[config.mk]
export PLATFORM = sky130hd
export DESIGN_NAME = branch_resolve_unit
export DESIGN_NICKNAME = d
export VERILOG_FILES = /design/src/rtl/bru_pkg.sv /design/src/rtl/bht_counter_array.sv /design/src/rtl/branch_resolve_unit.sv
export SDC_FILE = /design/constraint.sdc
export NUM_CORES = 1
export LEC_CHECK = 0
export ABC_AREA = 1
export BUFFER_PORTS_ARGS = -buffer_cell sky130_fd_sc_hd__buf_2
export CORE_MARGIN = 2
export CORE_UTILIZATION = 54
export DETAILED_ROUTE_END_ITERATION = 6
export HOLD_SLACK_MARGIN = 0.15
export PLACE_DENSITY = 0.77
export SETUP_SLACK_MARGIN = 0.4
export SLEW_MARGIN = 0
export SYNTH_ARGS = -nofsm -noshare
export SYNTH_HDL_FRONTEND = slang
export SYNTH_SLANG_ARGS = --single-unit
[constraint.sdc]
create_clock -name clk_i -period 9.1 [get_ports clk_i]
set_input_delay 1.365 -clock clk_i [delete_from_list [all_inputs] [get_ports clk_i]]
set_output_delay 1.365 -clock clk_i [all_outputs]
set_load 0.1 [all_outputs]
[src/rtl/bru_pkg.sv]
// Shared types and constants for the ID-stage branch resolve unit.
package bru_pkg;

    // Branch kind decoded in ID; encodings 5..7 are treated as NONE
    typedef enum logic [2:0] {
        NONE = 3'd0,
        BEQ  = 3'd1,
        BNE  = 3'd2,
        BLT  = 3'd3,
        BGE  = 3'd4
    } br_type_e;

    // Sequential instruction step in bytes
    localparam int PC_STEP   = 4;
    // Branch immediates count halfwords
    localparam int IMM_SHIFT = 1;

endpackage : bru_pkg

[src/rtl/bht_counter_array.sv]
// Branch history table: an array of saturating up/down counters with one
// combinational read port (IF lookup) and one saturating write port (ID train).
// A same-cycle read of the entry being written returns the pre-update value.
module bht_counter_array #(
    parameter int ENTRIES = 64,
    parameter int CNT_W   = 2,
    localparam int IDX_W  = $clog2(ENTRIES)
) (
    input  logic             clk,
    input  logic             rst,
    input  logic [IDX_W-1:0] rd_idx,
    output logic [CNT_W-1:0] rd_cnt,
    input  logic             wr_en,
    input  logic [IDX_W-1:0] wr_idx,
    input  logic             wr_inc
);

    // Weakly not-taken: MSB clear, all lower bits set
    localparam logic [CNT_W-1:0] CNT_INIT = CNT_W'((1 << (CNT_W - 1)) - 1);
    localparam logic [CNT_W-1:0] CNT_ONE  = CNT_W'(1);
    localparam logic [CNT_W-1:0] CNT_MAX  = '1;
    localparam logic [CNT_W-1:0] CNT_MIN  = '0;

    logic [CNT_W-1:0] cnt_q [ENTRIES];
    logic [CNT_W-1:0] wr_cur;

    assign rd_cnt = cnt_q[rd_idx];
    assign wr_cur = cnt_q[wr_idx];

    // Reset every entry to weakly not-taken; otherwise nudge the trained entry toward the outcome
    always_ff @(posedge clk or posedge rst) begin
        if (rst) begin
            for (int i = 0; i < ENTRIES; i++) begin
                cnt_q[i] <= CNT_INIT;
            end
        end else if (wr_en) begin
            if (wr_inc) begin
                if (wr_cur != CNT_MAX) cnt_q[wr_idx] <= wr_cur + CNT_ONE;
            end else begin
                if (wr_cur != CNT_MIN) cnt_q[wr_idx] <= wr_cur - CNT_ONE;
            end
        end
    end

endmodule : bht_counter_array

[src/rtl/branch_resolve_unit.sv]
// ID-stage branch resolver with a 2-bit-counter dynamic predictor.
// IF reads a prediction for if_pc_i; ID evaluates the branch, flushes IF/ID and
// redirects the PC when the carried prediction was wrong, and trains the BHT.
// Optional build macro: BRU_STATS_EN adds saturating resolved-branch and
// mispredict counters with their two output ports.
module branch_resolve_unit
    import bru_pkg::*;
#(
    parameter int XLEN        = 32,
    parameter int BHT_ENTRIES = 64,
    parameter int CNT_W       = 2
) (
    input  logic            clk_i,
    input  logic            rst_i,
    input  logic [XLEN-1:0] if_pc_i,
    output logic            if_pred_taken_o,
    input  logic            id_valid_i,
    input  logic            id_stall_i,
    input  logic [2:0]      id_br_type_i,
    input  logic [XLEN-1:0] id_pc_i,
    input  logic [XLEN-1:0] id_imm_i,
    input  logic            id_pred_taken_i,
    input  logic [XLEN-1:0] rs_data_i,
    input  logic [XLEN-1:0] rt_data_i,
    output logic            flush_o,
    output logic [XLEN-1:0] redirect_pc_o
`ifdef BRU_STATS_EN
    ,
    output logic [31:0]     branch_cnt_o,
    output logic [31:0]     mispred_cnt_o
`endif
);

    localparam int IDX_W = $clog2(BHT_ENTRIES);

    // Qualification: an ID instruction is consumed only when id_valid_i=1 and
    // id_stall_i=0 in the same cycle. A stalled branch is re-presented unchanged,
    // so it resolves, flushes and trains exactly once, in its release cycle.
    logic            is_branch;
    logic            taken;
    logic            resolve;
    logic [XLEN-1:0] target;
    logic [XLEN-1:0] fall_through;
    logic [IDX_W-1:0] if_idx;
    logic [IDX_W-1:0] id_idx;
    logic [CNT_W-1:0] if_cnt;

    // PC bits outside the index field do not affect the predictor
    logic unused_if_pc;
    assign unused_if_pc = ^{if_pc_i[XLEN-1:IDX_W+2], if_pc_i[1:0]};

    // Decode the branch kind and evaluate its condition; unknown encodings are not branches
    always_comb begin
        is_branch = 1'b0;
        taken     = 1'b0;
        case (id_br_type_i)
            BEQ: begin
                is_branch = 1'b1;
                taken     = (rs_data_i == rt_data_i);
            end
            BNE: begin
                is_branch = 1'b1;
                taken     = (rs_data_i != rt_data_i);
            end
            BLT: begin
                is_branch = 1'b1;
                taken     = ($signed(rs_data_i) < $signed(rt_data_i));
            end
            BGE: begin
                is_branch = 1'b1;
                taken     = !($signed(rs_data_i) < $signed(rt_data_i));
            end
            default: begin
                is_branch = 1'b0;
                taken     = 1'b0;
            end
        endcase
    end

    // Reset masks resolution so flush/redirect drop the instant rst_i rises
    assign resolve = ~rst_i & id_valid_i & ~id_stall_i & is_branch;

    assign target       = id_pc_i + (id_imm_i << IMM_SHIFT);
    assign fall_through = id_pc_i + XLEN'(PC_STEP);

    assign flush_o       = resolve & (taken != id_pred_taken_i);
    assign redirect_pc_o = flush_o ? (taken ? target : fall_through) : '0;

    assign if_idx = if_pc_i[IDX_W+1:2];
    assign id_idx = id_pc_i[IDX_W+1:2];

    bht_counter_array #(
        .ENTRIES (BHT_ENTRIES),
        .CNT_W   (CNT_W)
    ) u_bht (
        .clk    (clk_i),
        .rst    (rst_i),
        .rd_idx (if_idx),
        .rd_cnt (if_cnt),
        .wr_en  (resolve),
        .wr_idx (id_idx),
        .wr_inc (taken)
    );

    assign if_pred_taken_o = if_cnt[CNT_W-1];

`ifdef BRU_STATS_EN
    logic [31:0] branch_cnt_q;
    logic [31:0] mispred_cnt_q;

    // Count resolved branches and mispredicts, holding at all-ones
    always_ff @(posedge clk_i or posedge rst_i) begin
        if (rst_i) begin
            branch_cnt_q  <= '0;
            mispred_cnt_q <= '0;
        end else begin
            if (resolve && (branch_cnt_q != 32'hFFFF_FFFF)) begin
                branch_cnt_q <= branch_cnt_q + 32'd1;
            end
            if (flush_o && (mispred_cnt_q != 32'hFFFF_FFFF)) begin
                mispred_cnt_q <= mispred_cnt_q + 32'd1;
            end
        end
    end

    assign branch_cnt_o  = branch_cnt_q;
    assign mispred_cnt_o = mispred_cnt_q;
`endif

endmodule : branch_resolve_unit

==> flow_metrics.py <==
metrics = {
    "placement": {
        "post-place-cells": 2335,
        "gp_congestion": 0.994,
        "place_hpwl_microns": 26700,
        "io_buffer_count": 174,
    },
    "logic_synthesis": {
        "synth_area_per_cell_sq_um": 6.28,
        "seq_area_frac_synth_pct": 26.5,
        "ys_seq_elements": 128,
        "synth_warnings": 0,
        "yosys_most_used_dff": "dfstp_2",
        "synth_fp_nets": 2205,
        "synthCells": 1971,
        "synth-edff-count": 0,
        "ys_types": 47,
        "async_flop_share_pct": 100,
        "syn_area_sq_um": 12400,
    },
    "clock_tree": {
        "cts.repair.resized": 0,
        "clock_latency_ns": 0.43,
        "hold_buffers": 0,
        "cts_tree": "done",
        "clock_sinks": 128,
        "h-tree-depth": 4,
        "clk_path_buf_depth": 2,
        "numCtsBuffers": 17,
        "cts_root_buffer": "clkbuf_16",
        "postCtsSetupBuffers": 0,
        "path_clk_slew_ns": 0.05,
    },
    "global_routing": {
        "grt_pass1_wl_microns": 66300,
        "gr-usage-met3_pct": 6.30,
        "antenna_found_initial": 0,
        "grt_max_degree": 78,
        "grt_busiest_layer": "met2",
        "use_met1_pct": 44.8,
        "grt_pass1_vias": 13500,
        "grt_usage_pct": 34.0,
        "overflow": 0,
        "globalRouteMet2Util_pct": 54.7,
    },
    "detailed_routing": {
        "firstDrtPassIters": 7,
        "drt_iter0_markers": 1540,
        "drtAntennaViolNets": 0,
        "vias": 14300,
        "drc": 1,
        "routed_via_density": 6.04,
        "routed_wl_microns": 40500,
        "wl_per_cell_microns": 17.1,
    },
    "timing": {
        "tightestPinTransition_ns": 1.12,
        "fmax_ghz": 0.164,
        "post-route-period-util_pct": 67.1,
        "rsz0062_at_grt": "no",
        "slew_headroom_pct": 25.0,
        "period_minus_slack_ns": 6.10,
        "hold_violations": 0,
        "setup_viol": 0,
        "skew_ns": 0.0113,
        "final-max-slew-violation-count": 0,
        "fin_tns_setup_ns": 0,
    },
    "power": {
        "ir_worst_vdd_v": 0.0000975,
        "leakage_uw": 0.00692,
        "powerDensity_nw_per_um2": 122,
    },
    "critical_path": {
        "critical_path_required_ns": 7.74,
        "r2r-end": "u_bht.cnt_q[51]$_DFFE_PP0P_",
        "crit_slowest_cell": "clkinv_1",
        "ff2ff_path_depth": 15,
        "endpoint_kind": "primary output",
        "cp-startpoint": "id_pc_i[2]",
        "startpoint_type": "input port",
        "cp-endpoint": "redirect_pc_o[31]",
        "max_stage_delay_ns": 0.86,
        "r2r_slack_ns": 5.59,
        "cp_common_cell": "nor2_1",
        "cp_cell_sequence": "buf_2 > inv_2 > nor2_4 > clkinv_1 > nor2_1 > inv_1 > nor2_1 > nand3_1 > xor2_1 > nand2_1 > o21ai_0 > nor2_1 > buf_2",
        "crit_fanout": 18,
        "arrival_ns": 4.74,
        "path_class": "input port to primary output",
        "r2r_start": "u_bht.cnt_q[57]$_DFFE_PP0P_",
    },
    "outcome": {
        "violations": "DRC",
        "run_status": "complete, but fails checks",
    },
    "finish": {
        "final_core_util_pct": 60.8,
        "multi_input_area_sq_um": 8020,
        "fin_cells": 2367,
        "seqCellArea_sq_um": 3280,
        "layout.nets": 2303,
        "drive_above_1_share_pct": 15.4,
        "final_common_cell": "nand2_1",
        "num-fill-cells": 2142,
        "layout_common_cells": "nand2_1, nand3_1, nor2_1, buf_2, inv_1",
        "n_antenna_cell": 0,
        "area_growth_pct": 11.0,
    },
    "run": {
        "drv_cap": 0,
    },
    "die": {
        "die_w_microns": 155,
        "coreArea_sq_um": 22600,
        "die-area_sq_um": 24100,
        "dieHeight_microns": 155,
        "start_util_pct": 54.8,
        "boundaryPins": 202,
        "rows": 55,
    },
    "min_path": {
        "min_path_type": "register to register",
    },
}
==> Yosys cell counts, types with 2 or more instances <==
cell type / number / area share, %
a21boi_0: 2 / 0.12
a21o_1: 5 / 0.30
a21oi_1: 65 / 2.6
a221oi_1: 13 / 0.92
a22o_1: 7 / 0.50
a22oi_1: 13 / 0.79
a31oi_1: 8 / 0.40
buf_1: 6 / 0.18
buf_2: 34 / 1.4
buf_4: 11 / 0.67
buf_6: 13 / 1.2
clkbuf_1: 44 / 1.3
dfrtp_1: 64 / 13
dfstp_2: 64 / 14
ha_1: 65 / 6.6
inv_1: 126 / 3.8
inv_2: 11 / 0.33
nand2_1: 627 / 19
nand2_2: 3 / 0.15
nand3_1: 280 / 11
nand3_2: 7 / 0.57
nand3b_1: 3 / 0.18
nand4_1: 34 / 1.7
nor2_1: 202 / 6.1
nor2_2: 4 / 0.20
nor2_4: 3 / 0.27
nor3_1: 74 / 3.0
nor4_1: 8 / 0.40
o211ai_1: 3 / 0.18
o21a_1: 4 / 0.24
o21ai_0: 85 / 3.4
o21ai_1: 3 / 0.12
o21bai_1: 5 / 0.30
o221ai_1: 4 / 0.28
o22ai_1: 14 / 0.71
o31ai_1: 2 / 0.12
or2_2: 3 / 0.15
xnor2_1: 17 / 1.2
xor2_1: 27 / 1.9
==> kinds of logic after synthesis <==
family                     count (synthesis)  synth area share [%]
and+or+nand+nor                         1249                  43.2
buffers and inverters                    246                  8.93
xor gates and xnor gates                  44                  3.11
DFF                                      128                  26.5
adders and majority gates                 66                  6.73
AOI/OAI and AO/OA                        238                  11.5
==> report_power, final <==
part | total, uW | internal [uW] | switching [uW]
Clock | 693 | 406 | 287
Combinational | 406 | 120 | 285
Sequential | 581 | 578 | 2.89
==> worst min path at each step <==
stage,to,from,cells after the start,slack [ns]
after detailed placement,register,register,2,0.46
after global placement,register,register,2,0.45
after global routing,register,register,2,0.47
after CTS,register,register,2,0.47
after floorplan,register,register,2,0.45
final,register,register,2,0.46
==> area by class of cell <==
cell class | count | area share, %
Timing Repair Buffer | 187 | 7.05
Sequential cell | 128 | 23.9
Clock buffer | 17 | 3.10
Tap cell | 285 | 2.60
Multi-Input combinational cell | 1597 | 58.4
Clock inverter | 15 | 1.18
Inverter | 138 | 3.79
==> through the flow <==
stage | cell area (sq um) | worst slack [ns] | total power (uW) | hold slack, ns
after CTS | 13700 | 3.14 | 1670 | 0.467
after detailed placement | 13100 | 3.15 | 984 | 0.458
final | 13700 | 3.00 | 1680 | 0.464
after floorplan | 12400 | 1.51 | 864 | 0.448
after global routing | 13700 | 2.73 | 1740 | 0.472
after global placement | 13100 | 3.16 | 979 | 0.455
==> critical path: cells and delay by family <==
kind / cells / cell delay [ns]
AO/OA/AOI/OAI: 1 / 0.09
XOR/XNOR: 1 / 0.18
buffers and inverters: 5 / 1.73
AND/OR/NAND/NOR: 6 / 1.36
==> routing by layer <==
metal	vias up	wire length [microns]	share of wire, %
li1	6774	-	-
met1	6483	16400	40
met2	884	18300	45
met3	148	4340	11
met4	0	1520	3.8
met5	-	0	0
No activity file was read; power rests on OpenSTA's default activity.
